$ cat config.mk
export PLATFORM = sky130hd
export DESIGN_NAME = switch_edge_bank
export DESIGN_NICKNAME = d
export VERILOG_FILES = /design/src/rtl/switch_edge_bank.sv
export SDC_FILE = /design/constraint.sdc
export NUM_CORES = 1
export LEC_CHECK = 0
export CORE_MARGIN = 2
export CORE_UTILIZATION = 66
export CTS_BUF_LIST = sky130_fd_sc_hd__clkbuf_4
export DETAILED_ROUTE_END_ITERATION = 10
export DONT_BUFFER_PORTS = 1
export GPL_TIMING_DRIVEN = 0
export PLACE_DENSITY_LB_ADDON = 0.3
export SLEW_MARGIN = 20
export SYNTH_ARGS = -nofsm -noshare
export SYNTH_HDL_FRONTEND = slang
export SYNTH_SLANG_ARGS = --single-unit
$ cat constraint.sdc
create_clock -name clk -period 2.4 [get_ports clk]
set_clock_uncertainty 0.1 [all_clocks]
set_input_delay 0.24 -clock clk [delete_from_list [all_inputs] [get_ports clk]]
set_output_delay 0.24 -clock clk [all_outputs]
set_load 0.05 [all_outputs]
$ cat src/rtl/switch_edge_bank.sv
`timescale 1ns/1ps
// ---------------------------------------------------------------------------
// switch_edge_bank
//   Bank of N_CH independent switch conditioners. Each raw input is
//   synchronised, debounced and turned into one-cycle event pulses. The pulse
//   polarity is chosen by EDGE_MODE. With REPEAT_EN set, a held switch also
//   emits auto-repeat pulses.
//
// Ports
//   clk        system clock
//   rst_n      asynchronous active-low reset (released synchronously)
//   en         1 = pulses enabled; 0 = pulses masked, filtering keeps running
//   switch_in  raw asynchronous switch inputs, one bit per channel
//   level_out  debounced level per channel
//   pulse_out  registered one-cycle event pulse per channel
//   any_pulse  OR of pulse_out in the same cycle
//
// There is no handshake here. pulse_out is a fire-and-forget strobe: a
// consumer that is not looking in that cycle misses it, and nothing is queued.
// Per-channel debug state (cnt, rcnt, phase_q) is reachable hierarchically
// under g_ch[i].
// ---------------------------------------------------------------------------
module switch_edge_bank #(
  parameter int N_CH            = 4,
  parameter int SYNC_STAGES     = 2,
  parameter int DEBOUNCE_CYCLES = 1000000,
  parameter int EDGE_MODE       = 0,
  parameter int REPEAT_EN       = 0,
  parameter int REPEAT_DELAY    = 50000000,
  parameter int REPEAT_PERIOD   = 10000000
) (
  input  logic            clk,
  input  logic            rst_n,
  input  logic            en,
  input  logic [N_CH-1:0] switch_in,
  output logic [N_CH-1:0] level_out,
  output logic [N_CH-1:0] pulse_out,
  output logic            any_pulse
);

  localparam int CW   = $clog2(DEBOUNCE_CYCLES + 1);
  localparam int RMAX = (REPEAT_DELAY > REPEAT_PERIOD) ? REPEAT_DELAY : REPEAT_PERIOD;
  localparam int RW   = $clog2(RMAX + 1);

  localparam logic [CW-1:0] DB_LAST = CW'(DEBOUNCE_CYCLES - 1);
  localparam logic [RW-1:0] RD_LAST = RW'(REPEAT_DELAY - 1);
  localparam logic [RW-1:0] RP_LAST = RW'(REPEAT_PERIOD - 1);

  // Repeat only makes sense when the press itself produces a pulse.
  localparam bit REP_ON = (REPEAT_EN == 1) && (EDGE_MODE != 1);

  assign any_pulse = |pulse_out;

  for (genvar i = 0; i < N_CH; i++) begin : g_ch
    logic [SYNC_STAGES-1:0] sync_q;
    logic [CW-1:0]          cnt;
    logic [RW-1:0]          rcnt;
    logic                   level_q;
    logic                   pulse_q;
    logic                   phase_q;   // 0 = waiting for first repeat, 1 = periodic
    logic                   sync_bit;
    logic                   flip;
    logic                   rise;
    logic                   fall;
    logic                   edge_hit;
    logic                   rep_due;
    logic                   rep_hit;

    assign sync_bit = sync_q[SYNC_STAGES-1];

    // flip is true on the edge that commits a new debounced level, so the
    // registered pulse lands in the same cycle level_out first changes.
    assign flip = (sync_bit != level_q) && (cnt == DB_LAST);
    assign rise = flip & sync_bit;
    assign fall = flip & ~sync_bit;

    always_comb begin
      edge_hit = 1'b0;
      case (EDGE_MODE)
        0:       edge_hit = rise;
        1:       edge_hit = fall;
        default: edge_hit = flip;
      endcase
    end

    assign rep_due = phase_q ? (rcnt == RP_LAST) : (rcnt == RD_LAST);
    // A release landing on a repeat threshold wins: no repeat pulse.
    assign rep_hit = REP_ON && level_q && !fall && rep_due;

    always_ff @(posedge clk or negedge rst_n) begin
      if (!rst_n) begin
        sync_q  <= '0;
        cnt     <= '0;
        level_q <= 1'b0;
        pulse_q <= 1'b0;
        rcnt    <= '0;
        phase_q <= 1'b0;
      end else begin
        sync_q <= {sync_q[SYNC_STAGES-2:0], switch_in[i]};

        if (sync_bit == level_q) begin
          cnt <= '0;
        end else if (cnt == DB_LAST) begin
          level_q <= sync_bit;
          cnt     <= '0;
        end else begin
          cnt <= cnt + 1'b1;
        end

        // en masks the pulse only; all counters below keep running.
        pulse_q <= en & (edge_hit | rep_hit);

        // While level is low (including the rising-edge cycle) the repeat
        // state sits cleared, so counting starts fresh from the press pulse.
        if (!REP_ON || !level_q || fall) begin
          rcnt    <= '0;
          phase_q <= 1'b0;
        end else if (rep_due) begin
          rcnt    <= '0;
          phase_q <= 1'b1;
        end else begin
          rcnt <= rcnt + 1'b1;
        end
      end
    end

    assign level_out[i] = level_q;
    assign pulse_out[i] = pulse_q;
  end

endmodule

==> results of run 1 <==
metrics by stage:
step	setup WS [ns]	cells	cell area (um^2)
floorplan	0.223	456	4570
global placement	0.0702	536	4670
detailed placement	-0.0473	536	4670
CTS	0.0360	555	4880
global route	-0.00895	557	4900
finish	0.0825	557	4900
path summary, 6_finish.rpt:
check	from	to	slack [ns]	cells after the start
worst max register to register	g_ch[2].cnt[12]	g_ch[2].level_q	0.08	4
min in group clk	switch_in[2]	g_ch[2].sync_q[0]	0.25	1
worst min register to register	g_ch[3].sync_q[0]	g_ch[3].sync_q[1]	0.27	0
worst min-delay path	rst_n	g_ch[1].cnt[15]	-0.64	0
worst max-delay path	g_ch[2].cnt[12]	g_ch[2].level_q	0.08	4
max in group asynchronous	rst_n	g_ch[0].cnt[15]	2.66	0
logic make-up after synthesis:
family,Yosys count
xor gates and xnor gates,56
adders and majority gates,4
buffers and inverters,35
and+or+nand+nor,217
DFF,96
muxes,8
AOI/OAI and AO/OA,40
routing by layer:
layer | up-vias | track usage [%]
met2 | 50 | 38.9
met1 | 1584 | 33.0
met5 | - | 0
met4 | 2 | 8.67
met3 | 13 | 5.40
li1 | 1625 | -
power by group through the flow:
stage / combinational, uW / sequential, uW / clock, uW
6_report: 73.2 / 1660 / 928
5_1_grt: 84.1 / 1670 / 1020
4_1_cts: 69.1 / 1660 / 940
3_5_place_dp: 60.0 / 1690 / 0
3_3_place_gp: 58.2 / 1690 / 0
2_1_floorplan: 48.4 / 1690 / 0
state kept, by name (all words and copies together), names as in the netlist:
name	count
g_ch.pulse_q	4
g_ch.sync_q	8
g_ch.cnt	80
g_ch.level_q	4
placed cells by master, fill, tap and decap left out, types with 3 or more instances in the layout:
cell type,netlist,routed
sky130_fd_sc_hd__clkbuf_1,4,4
sky130_fd_sc_hd__buf_2,3,3
sky130_fd_sc_hd__mux2i_1,4,4
sky130_fd_sc_hd__nor3_1,21,21
sky130_fd_sc_hd__nand3_2,2,3
sky130_fd_sc_hd__inv_1,19,19
sky130_fd_sc_hd__nor4_1,16,16
sky130_fd_sc_hd__buf_4,8,10
sky130_fd_sc_hd__xor2_1,10,10
sky130_fd_sc_hd__nand3_1,23,22
sky130_fd_sc_hd__and3_1,8,8
sky130_fd_sc_hd__clkbuf_4,0,10
sky130_fd_sc_hd__o21ai_0,11,11
sky130_fd_sc_hd__dfrtp_1,96,96
sky130_fd_sc_hd__or3_1,7,7
sky130_fd_sc_hd__dlygate4sd3_1,0,5
sky130_fd_sc_hd__ha_1,4,4
sky130_fd_sc_hd__o31ai_1,8,8
sky130_fd_sc_hd__mux2_2,3,3
sky130_fd_sc_hd__or4_1,12,12
sky130_fd_sc_hd__xnor2_1,46,46
sky130_fd_sc_hd__or2_2,4,4
sky130_fd_sc_hd__a21oi_1,16,16
sky130_fd_sc_hd__nand2_1,23,23
sky130_fd_sc_hd__nand4_1,17,17
sky130_fd_sc_hd__nor2_1,73,73
worst reg2reg max path: cells and delay by family (launching register included):
kind / cells / cell delay, ns
mux: 1 / 0.34
simple gates: 3 / 1.31
flops: 1 / 0.46
area by class of cell:
cell class | count | share of cell area [%]
multi-input combinational | 325 | 41.1
tap | 80 | 2.04
sequential | 96 | 49.0
timing repair buffer | 7 | 1.33
clock buffer | 10 | 1.53
inverter | 19 | 1.46
clock inverter | 4 | 1.46
buffer | 16 | 2.07
timing repair:
item / 4_1_cts / 5_1_grt
gates resized for setup: 1 / 2
buffers inserted: 0 / 2
endpoints found under the setup margin: 10 / 22
pin swaps: 0 / 0
hold endpoints to repair: 104 / 96
==> metrics.cfg, run 1 <==
[grt]
grt_start_max_net_pins = 97
grt_overflow = 0
via_count_of_the_first_global_routing_pass = 3131
grt.total_usage_pct = 24.3
grt_antenna_before_repair = 1
grt_first_pass_wirelength_um = 14300

[logic_synthesis]
synth-warning-count = 0
yosys_most_used_dff = sky130_fd_sc_hd__dfrtp_1
synth_top_cell_by_area = sky130_fd_sc_hd__dfrtp_1
synth_top_area_share_pct = 52.6
postSynthNetCount = 467
cell_count_after_synthesis = 456
async_flop_share_pct = 100
synth_compound_gate_area_share_pct = 5.48
synth.most_common_cell = sky130_fd_sc_hd__dfrtp_1
yosys_register_bits = 96
synth.avg_cell_area_um2 = 10.0
synth.top_cells.by_area = sky130_fd_sc_hd__dfrtp_1 53%, sky130_fd_sc_hd__xnor2_1 8.8%, sky130_fd_sc_hd__nor2_1 6.0%, sky130_fd_sc_hd__nand3_1 2.5%, sky130_fd_sc_hd__nand4_1 2.3%
synth_sequential_area_ratio_pct = 52.6
yosys.cell_types.count = 39
post_synth_mux_area_share_pct = 1.86
synth_common_cells = 96 x sky130_fd_sc_hd__dfrtp_1, 73 x sky130_fd_sc_hd__nor2_1, 46 x sky130_fd_sc_hd__xnor2_1
synth_simple_gate_area_share_pct = 24.5
synth_edf_count = 0
synth_xor_area_share_pct = 10.7
synth_top_family_by_area = simple AND/OR/NAND/NOR gates
yosys.area_share.adder_pct = 1.10
syn-cell-area_um2 = 4570

[critical_path]
cp_data_arrival_time_ns = 2.56
worst_path_slowest_cell = sky130_fd_sc_hd__or4_1
crit_path_max_fanout = 6
critPathKind = reg2reg
critical_path_endpoint_category = flop
startpoint_type = flop
critPathTopFamily = simple AND/OR/NAND/NOR gates
timing.critical_path.cells = or4_1, or4_4, nor2_1, mux2_1
timing.critical_path.buf_inv = 0
slowest_delay_ns = 0.53
required_ns = 2.64

[timing]
timing.hold.ws_ns = -0.639
setup_total_negative_slack_ns = 0
tcrit_tclk_final_pct = 96.6
report.final.setup_viol = 0
fin_crit_ns = 2.32
achievable-frequency_mhz = 432
timing_max_transition_violations_final = 0
worst_slew_margin_rel_pct = 52.3
worst-slew-pin-transition_ns = 0.709
finalHoldViolCount = 96

[floorplanning]
die_w_um = 87.2
die_area_um2 = 7600
core_box_area_um2 = 6760
boundaryPins = 16
die_height_um = 87.2
row_count = 30
starting_density_pct = 67.6

[drt]
detail_route.wirelength_um = 8340
wl_met3_um = 231
highest-signal-layer = met5
antenna_violating_nets_post_route = 0
drt_drc_violations_left = 0
total_vias_in_the_final_route = 3274
detailedRoute.firstIterationViolations = 224
routed-wl-met2_um = 3990
routed_via_density = 5.88
detail_route.first_pass.iterations = 4
wirelength_met1_um = 3970
routed_wire_length_per_instance_um = 15.0

[run_status]
failed_checks = hold timing
result_of_the_run = finished, violations left

[layout]
ratio_of_cells_with_drive_above_1_in_the_final_layout_pct = 9.22
ff_latch_area_um2 = 2400
final_util_pct = 72.5
area_growth_pct = 7.26
n_fill_cell = 493
nNetsFinal = 485
antenna_cells_inserted = 0
multi_input_area_um2 = 2010

[clocking]
path_clk_slew_ns = 0.14
clkSinkCount = 96
number_of_buffers_created_by_cts = 9
cts_buffer_depth = 2
cts_hold_buf = 5
cts.htree.levels = 3
root_buffer = sky130_fd_sc_hd__clkbuf_4
cts_tree = yes
clk_latency_ns = 0.45

[pwr]
post-layout-total-power_uw = 2660
power.density_nw_per_um2 = 544
p_sw_share_pct = 21.5
share_of_total_power_in_the_clock_network_pct = 34.8
leakagePower_uw = 0.00195
ir_drop_uv = 407
power.switching_uw = 572
internal_power_of_the_cells_uw = 2090
power.sequential.fraction_pct = 62.4
combPwrFrac_pct = 2.7

[flow_run]
max-cap-violations = 0

[placed_design]
buffer_ports.inserted = 0
hpwl_um = 5630
finalWeightedCongestion = 0.834

[hold_path]
hold_class = in2async

No activity file was read; power rests on OpenSTA's default activity.
==> run 2, diff against run 1 <==
--- a/config.mk
+++ b/config.mk
@@ -11,6 +11,7 @@
 export DETAILED_ROUTE_END_ITERATION = 10
 export DONT_BUFFER_PORTS = 1
 export GPL_TIMING_DRIVEN = 0
+export MAX_ROUTING_LAYER = met4
 export PLACE_DENSITY_LB_ADDON = 0.3
 export SLEW_MARGIN = 20
 export SYNTH_ARGS = -nofsm -noshare
==> run 2 against run 1 <==
The flow still finishes with violations (hold timing). Clock power about the same. Critical path type unchanged. Die area did not move. Non-clock buffer count unchanged. Wire length up 0.23%. Critical endpoint unchanged. Hold slack better by 0.0012 ns. Global-route usage grew 0.77 points. Count of clock-buffer cells in the layout unchanged.
==> metrics.cfg, run 2 (synthesis results as in run 1) <==
[timing]
worst_slew_margin_rel_pct = 52.4
setup_total_negative_slack_ns = 0
achievable-frequency_mhz = 432
fin_crit_ns = 2.31
timing.hold.ws_ns = -0.638
report.final.setup_viol = 0
worst-slew-pin-transition_ns = 0.708
finalHoldViolCount = 96
tcrit_tclk_final_pct = 96.4
timing_max_transition_violations_final = 0

[critical_path]
critPathKind = reg2reg
crit_path_max_fanout = 6
regToRegEndpoint = g_ch[2].level_q
regToRegSetupSlack_ns = 0.09
critical_path_endpoint_category = flop
startpoint_type = flop
reg2regPathDepth = 4
required_ns = 2.65
cp_data_arrival_time_ns = 2.56
r2r_start = g_ch[2].cnt[12]

[grt]
grt.total_usage_pct = 25.1
via_count_of_the_first_global_routing_pass = 3128
grt_first_pass_wirelength_um = 14400
grt_start_max_net_pins = 97
grt_overflow = 0
grt_antenna_before_repair = 1

[placed_design]
hpwl_um = 5630
buffer_ports.inserted = 0
finalWeightedCongestion = 0.847
dpl_cell_area_um2 = 4670

[layout]
nNetsFinal = 485
biggestRegsByFlops = g_ch.cnt x80, g_ch.sync_q x8
finish.instance_area_um2 = 4900
ratio_of_cells_with_drive_above_1_in_the_final_layout_pct = 9.22
largest-register = g_ch.cnt
area_growth_pct = 7.31
n_fill_cell = 492
layout_commonest_cell = sky130_fd_sc_hd__dfrtp_1
largest_reg_flops = 80
final_cell_mix = 96 x sky130_fd_sc_hd__dfrtp_1, 73 x sky130_fd_sc_hd__nor2_1, 46 x sky130_fd_sc_hd__xnor2_1
multi_input_area_um2 = 2010
ff_latch_area_um2 = 2400

[clocking]
number_of_buffers_created_by_cts = 9
cts_hold_buf = 5
root_buffer = sky130_fd_sc_hd__clkbuf_4
clkSinkCount = 96
cts_buffer_depth = 2
cts_tree = yes
cts.htree.levels = 3
path_clk_slew_ns = 0.14
clk_latency_ns = 0.45

[pwr]
ir_drop_uv = 407
power.density_nw_per_um2 = 543
leakagePower_uw = 0.00195

[drt]
wl_met3_um = 247
detail_route.wirelength_um = 8360
detailedRoute.firstIterationViolations = 186
routed_wire_length_per_instance_um = 15.0
antenna_violating_nets_post_route = 0
routed_via_density = 5.92
total_vias_in_the_final_route = 3302
drt_drc_violations_left = 0
wirelength_met1_um = 3960
detail_route.first_pass.iterations = 4
routed-wl-met2_um = 4010
highest-signal-layer = met4

[floorplanning]
row_count = 30
boundaryPins = 16
die_area_um2 = 7600
core_box_area_um2 = 6760
die_height_um = 87.2
starting_density_pct = 67.6
die_w_um = 87.2

[run_status]
result_of_the_run = finished, violations left
failed_checks = hold timing

[hold_path]
hold_class = in2async

[flow_run]
max-cap-violations = 0

-- run 2: worst max path at each step --
stage                          startpoint               to  slack, ns  cells after the start
final                     g_ch[2].cnt[12]  g_ch[2].level_q       0.09                      4
after global routing       g_ch[0].cnt[0]  g_ch[0].cnt[14]     -0.009                      6
after CTS                  g_ch[0].cnt[0]  g_ch[0].cnt[11]       0.04                      6
after detailed placement   g_ch[1].cnt[0]   g_ch[1].cnt[8]      -0.05                      6
after global placement     g_ch[1].cnt[7]   g_ch[1].cnt[6]       0.07                      5
after floorplan           g_ch[2].cnt[12]  g_ch[2].level_q       0.22                      4
-- run 2: critical path, cell delays in order (launching register included) --
cell                      delay (ns)
sky130_fd_sc_hd__dfrtp_1        0.46
sky130_fd_sc_hd__or4_1          0.53
sky130_fd_sc_hd__or4_4          0.53
sky130_fd_sc_hd__nor2_1         0.24
sky130_fd_sc_hd__mux2_1         0.35
-- run 2: cell type report --
| class | instances | area share, % |
|---|---|---|
| flip-flops and latches | 96 | 49.0 |
| inverters | 19 | 1.45 |
| repair buffers | 7 | 1.33 |
| well taps | 80 | 2.04 |
| multi-input cells | 325 | 41.1 |
| diodes | 1 | 0.0510 |
| plain buffers | 16 | 2.07 |
| clock buffers | 10 | 1.53 |
| clock inverters | 4 | 1.45 |
-- run 2: what timing repair did --
item	4_1_cts	5_1_grt
setup endpoints to repair	10	22
setup buffers	0	2
resized for setup	1	2
endpoints found under the hold margin	104	96
-- run 2: metal layers --
metal	vias up	global-route usage, %
met5	-	-
met2	58	38.9
met4	0	8.67
met1	1604	33.2
met3	12	5.40
li1	1628	-
-- run 2: power by group --
group          switching, uW  total [uW]  internal (uW)
clock network            507         927            420
logic                   41.0        73.0           32.0
registers               23.0        1660           1640
total                    571        2660           2090
-- run 2: stage by stage --
step | util, % | instances | total power (uW) | setup slack [ns]
after global placement | 69.1 | 536 | 1750 | 0.0702
after global routing | 72.6 | 558 | 2770 | -0.00895
after detailed placement | 69.1 | 536 | 1750 | -0.0473
after CTS | 72.2 | 555 | 2670 | 0.0360
final | 72.6 | 558 | 2660 | 0.0857
after floorplan | - | 456 | 1740 | 0.223
